<file path="src/rtl/seq_detector_param.sv">
// Programmable serial pattern detector with per-bit don't-care mask,
// run-time overlap selection, registered match pulse and saturating match counter.
module seq_detector_param #(
   parameter int unsigned    N             = 4,
   parameter int unsigned    COUNT_WIDTH   = 8,
   parameter logic [N-1:0]   RESET_PATTERN = N'(4'b1101),
   parameter logic [N-1:0]   RESET_MASK    = N'(4'b1111)
) (
   input  logic                   clk,
   input  logic                   rst,
   input  logic                   in_valid,
   input  logic                   x,
   input  logic                   overlap_en,
   input  logic                   cfg_load,
   input  logic [N-1:0]           cfg_pattern,
   input  logic [N-1:0]           cfg_mask,
   input  logic                   cnt_clr,
   output logic                   y,
   output logic [COUNT_WIDTH-1:0] match_count,
   output logic                   armed
);

   localparam int unsigned    FW        = $clog2(N + 1);
   localparam logic [FW-1:0]  FILL_FULL = FW'(N);
   localparam logic [FW-1:0]  FILL_ARM  = FW'(N - 1);

   logic [N-1:0]  r_hist;
   logic [N-1:0]  r_pattern;
   logic [N-1:0]  r_mask;
   logic [FW-1:0] r_fill;

   logic [N-1:0]  w_hist_next;
   logic [FW-1:0] w_fill_inc;
   logic [FW-1:0] w_fill_next;
   logic          w_accept;
   logic          w_match;

   always_comb begin
      w_accept    = in_valid && !cfg_load;
      w_hist_next = {r_hist[N-2:0], x};
      w_fill_inc  = (r_fill == FILL_FULL) ? FILL_FULL : r_fill + FW'(1);
      w_match     = w_accept && (w_fill_inc == FILL_FULL) &&
                    (((w_hist_next ^ r_pattern) & r_mask) == '0);
      // Non-overlap restarts the fill after a hit; cfg_load always restarts it.
      w_fill_next = r_fill;
      if (cfg_load)
         w_fill_next = '0;
      else if (in_valid)
         w_fill_next = (w_match && !overlap_en) ? '0 : w_fill_inc;
   end

   always_ff @(posedge clk) begin
      if (!rst) begin
         r_hist      <= '0;
         r_fill      <= '0;
         r_pattern   <= RESET_PATTERN;
         r_mask      <= RESET_MASK;
         y           <= 1'b0;
         match_count <= '0;
         armed       <= 1'b0;
      end else begin
         if (cfg_load) begin
            r_pattern <= cfg_pattern;
            r_mask    <= cfg_mask;
         end else if (in_valid) begin
            r_hist <= w_hist_next;
         end
         r_fill <= w_fill_next;
         y      <= w_match;
         armed  <= (w_fill_next >= FILL_ARM);
         if (cnt_clr)
            match_count <= w_match ? COUNT_WIDTH'(1) : '0;
         else if (w_match && (match_count != '1))
            match_count <= match_count + COUNT_WIDTH'(1);
      end
   end

endmodule

</file>
<file path="config.mk">
export PLATFORM = sky130hd
export DESIGN_NAME = seq_detector_param
export DESIGN_NICKNAME = d
export VERILOG_FILES = /design/src/rtl/seq_detector_param.sv
export SDC_FILE = /design/constraint.sdc
export NUM_CORES = 1
export LEC_CHECK = 0
export CORE_ASPECT_RATIO = 0.8
export CORE_UTILIZATION = 44
export CTS_CLUSTER_SIZE = 10
export DETAILED_ROUTE_END_ITERATION = 16
export HOLD_SLACK_MARGIN = 0.03
export PLACE_DENSITY = 0.82
export SYNTH_ARGS = -nofsm -noshare
export SYNTH_HDL_FRONTEND = slang
export SYNTH_SLANG_ARGS = --single-unit
</file>
<file path="constraint.sdc">
create_clock -name clk -period 2.2 [get_ports clk]
set_clock_uncertainty 0.05 [all_clocks]
set_input_delay 0.44 -clock clk [delete_from_list [all_inputs] [get_ports clk]]
set_output_delay 0.44 -clock clk [all_outputs]
set_load 0.01 [all_outputs]
</file>
### Word-level counts from Yosys, hierarchy flattened

Index checks and enable logic that the tools add are counted.
W data, S select, Z words.

* flip-flop bits (word level): 24
* bits of input ports: 15
* output and inout bits: 10
* word-level logic and storage cells: 33

* $add $sub $neg: 2
* order comparisons: 1
* eq/ne operators: 3
* multiplexer cells: 7
* bitwise logic cells: 3
* reductions and logical operators: 10

Operators by type and width (count)
* $mux W8: 2
* $mux W3: 4
* $add A8 B1 Y8 const B: 1
* $ne A8 B8 Y1 const B: 1
* $eq A3 B3 Y1 const B: 2
* $logic_and A1 B1 Y1: 5
* $and A4 B4 Y4: 1
* $logic_not A4 Y1: 1
* $xor A4 B4 Y4: 1
* $add A3 B1 Y3 const B: 1
* $ge A3 B2 Y1 const B: 1
* $logic_not A1 Y1: 2
* $reduce_and A2 Y1: 1
* $reduce_bool A2 Y1: 1
* $mux W1: 1
* $not A1 Y1: 1

### Logic depth before layout (Yosys ltp)

Gate-level depths: netlist of the first run.

* word-level depth: 10
* mapped depth: 7

### Least setup slack after synthesis of the first run

No wires, ideal clock.

* path kind: input -> register
* start: in cfg_load
* end: reg match_count[4]
* setup time: 0.070 ns
* data arrival time: 1.986 ns
* setup slack: 0.094 ns
* stages on the path: 7
* path buffers: 2
* cell sequence: buf_6 > nand2b_4 > buf_6 > a2111oi_4 > nand2_4 > or4_1 > a21oi_1

* longest elaborated chain between the ends: 6

RTL lines
* start, declared: line 14 `input logic cfg_load,`
* $logic_not A1 Y1: line 39 `w_accept = in_valid && !cfg_load;`
* $logic_and A1 B1 Y1: line 39
* $logic_and A1 B1 Y1 (2 in series): line 42 `w_match = w_accept && (w_fill_inc == FILL_FULL) &&`
* $logic_and A1 B1 Y1: line 73 `else if (w_match && (match_count != '1))`
* $reduce_bool A2 Y1 (no source line)
* end signal, assigned: line 72 `match_count <= w_match ? COUNT_WIDTH'(1) : '0;`
* end signal, assigned: line 74 `match_count <= match_count + COUNT_WIDTH'(1);`
* end, declared: line 19 `output logic [COUNT_WIDTH-1:0] match_count,`

Every way passes these cells.
A chain may end at the register's enable or synchronous reset.

### Worst setup path after layout of the first run

* start: in in_valid
* end: reg match_count[5]

* longest elaborated chain between the ends: 5

RTL lines
* start, declared: line 11 `input logic in_valid,`
* $logic_and A1 B1 Y1: line 39
* $logic_and A1 B1 Y1 (2 in series): line 42
* $logic_and A1 B1 Y1: line 73
* $reduce_bool A2 Y1 (no source line)

Every way passes these cells.

==> results of run 1 <==
-- per-layer routing --
metal	global-route usage [%]	part of all wire, %	vias up
li1	-	-	532
met1	25.29	46	484
met2	35.56	49	23
met3	5.570	5.1	2
met4	3.721	0.51	0
met5	0	0	-
-- Yosys cell counts --
cell,instances
a2111oi_4,1
a211oi_1,1
a21oi_1,8
a22o_1,1
a22oi_1,1
and3_1,4
and4_1,2
and4b_1,1
buf_6,2
clkbuf_1,2
dfxtp_1,24
ha_1,3
inv_1,5
mux2i_1,12
nand2_1,17
nand2_4,1
nand2b_1,1
nand2b_4,1
nand3_1,4
nand4_1,1
nand4b_1,1
nor2_1,11
o2111ai_1,1
o211a_1,1
o211ai_1,2
o21ai_0,3
o21bai_1,1
o31ai_1,4
o32ai_1,1
or3_1,3
or4_1,3
xor2_1,4
-- cell families after synthesis --
family,share of synthesized area (%)
buffers and inverters,4.158
adders and majority gates,3.199
AOI/OAI and AO/OA,15.89
xor gates and xnor gates,2.985
muxes,10.23
and+or+nand+nor,22.60
DFF,40.94
-- critical path: stages --
cell and delay (ns):
clkdlybuf4s50_1 0.54, nand2b_4 0.08, a2111oi_4 0.30, buf_4 0.20
nand2_4 0.06, or4_1 0.40, a21oi_1 0.15
-- worst paths after layout --
kind	from	end	slack [ns]
worst min-delay path	r_mask[0]	r_mask[0]	0.47
worst max-delay path	in_valid	match_count[5]	0.25
worst min register to register	r_mask[0]	r_mask[0]	0.47
worst max register to register	r_fill[0]	match_count[7]	0.27
-- through the flow --
stage | utilization (%) | setup slack, ns | hold WS (ns) | instance area, um2 | power (mW)
final | 63.31 | 0.2533 | 0.4660 | 1572 | 0.8610
after global routing | 63.31 | 0.1329 | 0.5012 | 1572 | 0.8929
after floorplan | - | 0.09403 | 0.3914 | 1174 | 0.5108
after CTS | 63.31 | 0.2632 | 0.4662 | 1572 | 0.8689
after global placement | 61.19 | -0.05465 | 0.4048 | 1519 | 0.5484
after detailed placement | 61.19 | -0.08031 | 0.4327 | 1519 | 0.5526
-- sequential cells by signal, indices dropped and copies added (netlist names) --
name / flops
match_count: 8
y: 1
r_hist: 3
r_fill: 3
r_mask: 4
r_pattern: 4
armed: 1
-- power groups by stage --
| stage | sequential, mW | clock [mW] | combinational (mW) |
|---|---|---|---|
| after floorplan | 0.462 | 0 | 0.0487 |
| after global placement | 0.463 | 0 | 0.0849 |
| after global routing | 0.456 | 0.340 | 0.0962 |
| after CTS | 0.455 | 0.325 | 0.0890 |
| after detailed placement | 0.464 | 0 | 0.0882 |
| final | 0.454 | 0.318 | 0.0886 |
-- final cells by class --
class                   count  share of cell area (%)
clock buffers               3                   1.433
clock inverters             1                   1.911
inverters                   5                   1.194
multi-input cells          94                   41.00
flip-flops and latches     24                   30.57
well taps                  36                   2.866
repair buffers             36                   21.02
==> flow_summary.json, run 1 <==
{
  "outcome": "finished, final reports clean",
  "power_frac_seq_pct": 52.8,
  "fin_tns_setup_ns": 0,
  "antenna-diode-count": 0,
  "leakage_nw": 0.6372,
  "ctsHoldBuffers": 0,
  "finalMaxSlewViolations": 0,
  "slew_headroom_pct": 76.85,
  "holdPathStages": 2,
  "placementRows": 16,
  "cts_sinks": 24,
  "end_kind": "flop",
  "post-route-period-util_pct": 88.49,
  "clock.fmax_mhz": 513.7,
  "h-tree-depth": 1,
  "grtUsageTotal_pct": 20.11,
  "clk_path_buf_depth": 2,
  "final_cells": 199,
  "yosysTopAreaCellShare_pct": 40.94,
  "postCtsSetupBuffers": 0,
  "power.density_mw_per_mm2": 547.9,
  "drive_above_1_share_pct": 11.66,
  "synth.top_cells.by_area": "dfxtp_1 (41%), mux2i_1 (10%), nand2_1 (5.4%)",
  "ctsResizeCount": 0,
  "antenna_found_initial": 0,
  "ant_nets": 0,
  "fp.dieW_um": 59.74,
  "synth_area_mm2": 0.001174,
  "reg2regPathDepth": 7,
  "grt_first_pass_wirelength_um": 4222,
  "crit_required_ns": 2.41,
  "fill_cells": 216,
  "ir_drop_uv": 542.0,
  "initial_utilization_pct": 47.28,
  "grt_setup_unrepaired": "no",
  "routedWlPerCell_um": 12.82,
  "grt_pass1_vias": 949,
  "first_pass_iters": 4,
  "clkPwrFrac_pct": 36.9,
  "multi_input_area_um2": 644.4,
  "setup_viol": 0,
  "arrival_ns": 2.16,
  "area_growth_pct": 33.90,
  "hold_viol_final": 0,
  "ys_ff_latch": 24,
  "clockRootBuffer": "clkbuf_4",
  "hp-class": "flop to flop",
  "start_kind": "input port",
  "grt_max_degree": 15,
  "die_area_mm2": 0.002879,
  "io_pins": 25,
  "cts_tree": "built",
  "drt_iter0_drc": 24,
  "insertion_delay_ns": 0.32,
  "mostFrequentLayoutCells": "dfxtp_1 (24), clkdlybuf4s50_1 (24), nand2_1 (17)",
  "cp_max_fo": 5,
  "vias": 1041,
  "power.internal_mw": 0.6801,
  "dp_cells": 195,
  "switching_power_mw": 0.1809,
  "syn-num-nets": 145,
  "gr-total-overflow": 0,
  "die_y_um": 48.20,
  "final_nets": 182,
  "ys_warn_count": 0,
  "wirelength_um": 2551,
  "ys_seq_area_share_pct": 40.94,
  "syn_area_per_cell_um2": 9.241,
  "p_sw_share_pct": 21.01,
  "drc": 0,
  "hpwl_um": 1982,
  "critical_path_class": "input port to flop",
  "cts_buffers": 3,
  "clk_pin_slew_worst_paths_ns": 0.14,
  "yosys.area.top_type": "dfxtp_1",
  "combPwrFrac_pct": 10.3,
  "core_mm2": 0.002482,
  "via_per_inst": 5.231,
  "synthCells": 127,
  "period_minus_slack_ns": 1.947,
  "regArea_um2": 480.5,
  "maxCapViolations": 0,
  "worst_pin_slew_ns": 0.3459,
  "port_buffers": 24,
  "synth.distinct_cells": 32,
  "gp_congestion": 0.8446
}
Power figures use the tool's default switching activity.
==> run 2: changes to the inputs <==
- CORE_UTILIZATION: 44 -> 53
- PLACE_DENSITY: 0.82 -> 0.92
- clock period: 2.2 -> 2.3 ns (I/O delays scaled with it)
==> flow_summary.json, run 2 (synthesized netlist as in run 1, its figures left out) <==
{
  "outcome": "finished, final reports clean",
  "h-tree-depth": 1,
  "drive_above_1_share_pct": 10.56,
  "ant_nets": 0,
  "ctsResizeCount": 0,
  "end_kind": "flop",
  "cp_max_fo": 6,
  "setup_viol": 0,
  "io_pins": 25,
  "period_minus_slack_ns": 2.092,
  "crit_required_ns": 2.51,
  "grt_first_pass_wirelength_um": 4574,
  "holdWs_ns": 0.4625,
  "final_nets": 181,
  "critical_path_class": "input port to flop",
  "core_mm2": 0.001979,
  "ir_drop_uv": 400.5,
  "via_per_inst": 5.838,
  "clkPwrFrac_pct": 26.1,
  "die_area_mm2": 0.002408,
  "drc": 0,
  "postLayoutCoreUtil_pct": 76.74,
  "fp.dieW_um": 54.61,
  "initial_utilization_pct": 59.29,
  "drt_iter0_drc": 39,
  "wirelength_um": 2741,
  "power.density_mw_per_mm2": 463.8,
  "power.internal_mw": 0.5356,
  "cts_buffers": 3,
  "antenna-diode-count": 0,
  "slew_headroom_pct": 77.24,
  "preCtsSetupSlack_ns": -0.1100,
  "area_growth_pct": 29.42,
  "antenna_found_initial": 0,
  "hold_viol_final": 0,
  "clk_path_buf_depth": 2,
  "switching_power_mw": 0.1688,
  "power_frac_seq_pct": 61.7,
  "p_sw_share_pct": 23.97,
  "clockRootBuffer": "clkbuf_4",
  "clk_pin_slew_worst_paths_ns": 0.12,
  "placementRows": 14,
  "insertion_delay_ns": 0.31,
  "setup_ws_ns": 0.2081,
  "finalMaxSlewViolations": 0,
  "reg_top3": "match_count (8), r_mask (4), r_pattern (4)",
  "cts_sinks": 24,
  "arrival_ns": 2.30,
  "grt_setup_unrepaired": "no",
  "fin_tns_setup_ns": 0,
  "grt_max_degree": 13,
  "mostFrequentLayoutCells": "dfxtp_1 (24), clkdlybuf4s50_1 (24), nand2_1 (17)",
  "grtUsageTotal_pct": 26.72,
  "maxCapViolations": 0,
  "ctsHoldBuffers": 0,
  "routedWlPerCell_um": 14.82,
  "gr-total-overflow": 0,
  "port_buffers": 24,
  "largest_reg_flops": 8,
  "leakage_nw": 0.6186,
  "start_kind": "input port",
  "clock.fmax_mhz": 478.0,
  "gp_congestion": 0.8710,
  "r2r_setup_slack_ns": 0.34,
  "first_pass_iters": 4,
  "post-route-period-util_pct": 90.95,
  "regMostFlops": "match_count",
  "worst_pin_slew_ns": 0.3402,
  "combPwrFrac_pct": 12.2,
  "cts_tree": "built",
  "hpwl_um": 2166,
  "die_y_um": 44.09,
  "postCtsSetupBuffers": 0,
  "grt_pass1_vias": 1048,
  "hp-class": "flop to flop",
  "vias": 1080
}
run 2: cell count changes in the layout (fill, tap and decap cells not counted):
cell	change
buf_4	-1
bufinv_16	-1
run 2: cell type report:
class                           count  area (um2)
Fill cell                         140       460.4
Multi-Input combinational cell     94       644.4
Timing Repair Buffer               35       322.8
Tap cell                           24       30.03
Clock buffer                        3       22.52
Sequential cell                    24       480.5
Inverter                            5       18.77
run 2: metrics by stage:
step | instance area, um2 | std cells | power [mW]
detailed placement | 1496 | 182 | 0.5293
finish | 1519 | 185 | 0.7044
global placement | 1496 | 182 | 0.5249
CTS | 1519 | 185 | 0.7068
floorplan | 1174 | 127 | 0.4886
global route | 1519 | 185 | 0.7296
run 2: power groups by stage:
stage	Sequential (mW)	Combinational, mW	Clock [mW]
2_1_floorplan	0.442	0.0465	0
3_3_place_gp	0.443	0.0816	0
3_5_place_dp	0.444	0.0851	0
4_1_cts	0.435	0.0859	0.186
5_1_grt	0.436	0.0929	0.200
6_report	0.435	0.0861	0.184
run 2: routing by layer:
metal  vias to the layer above  global-route usage [%]  part of all wire (%)
met1                       513                   35.47                    45
li1                        529                       -                     -
met4                         0                   6.667                  0.47
met5                         -                       0                     0
met2                        36                   42.41                    49
met3                         2                   7.560                   5.7
run 2: worst paths after layout:
check / from / end / depth (start not counted)
setup / recovery: in_valid / match_count[5] / 7
hold / removal: r_pattern[2] / r_pattern[2] / 2
setup reg to reg: r_fill[0] / match_count[5] / 7
hold reg to reg: r_pattern[2] / r_pattern[2] / 2
run 2: worst max-delay path, stage by stage:
cell             delay (ns)
clkdlybuf4s50_1        0.59
nand2b_4               0.09
a2111oi_4              0.34
buf_4                  0.21
nand2_4                0.06
or4_1                  0.40
a21oi_1                0.14
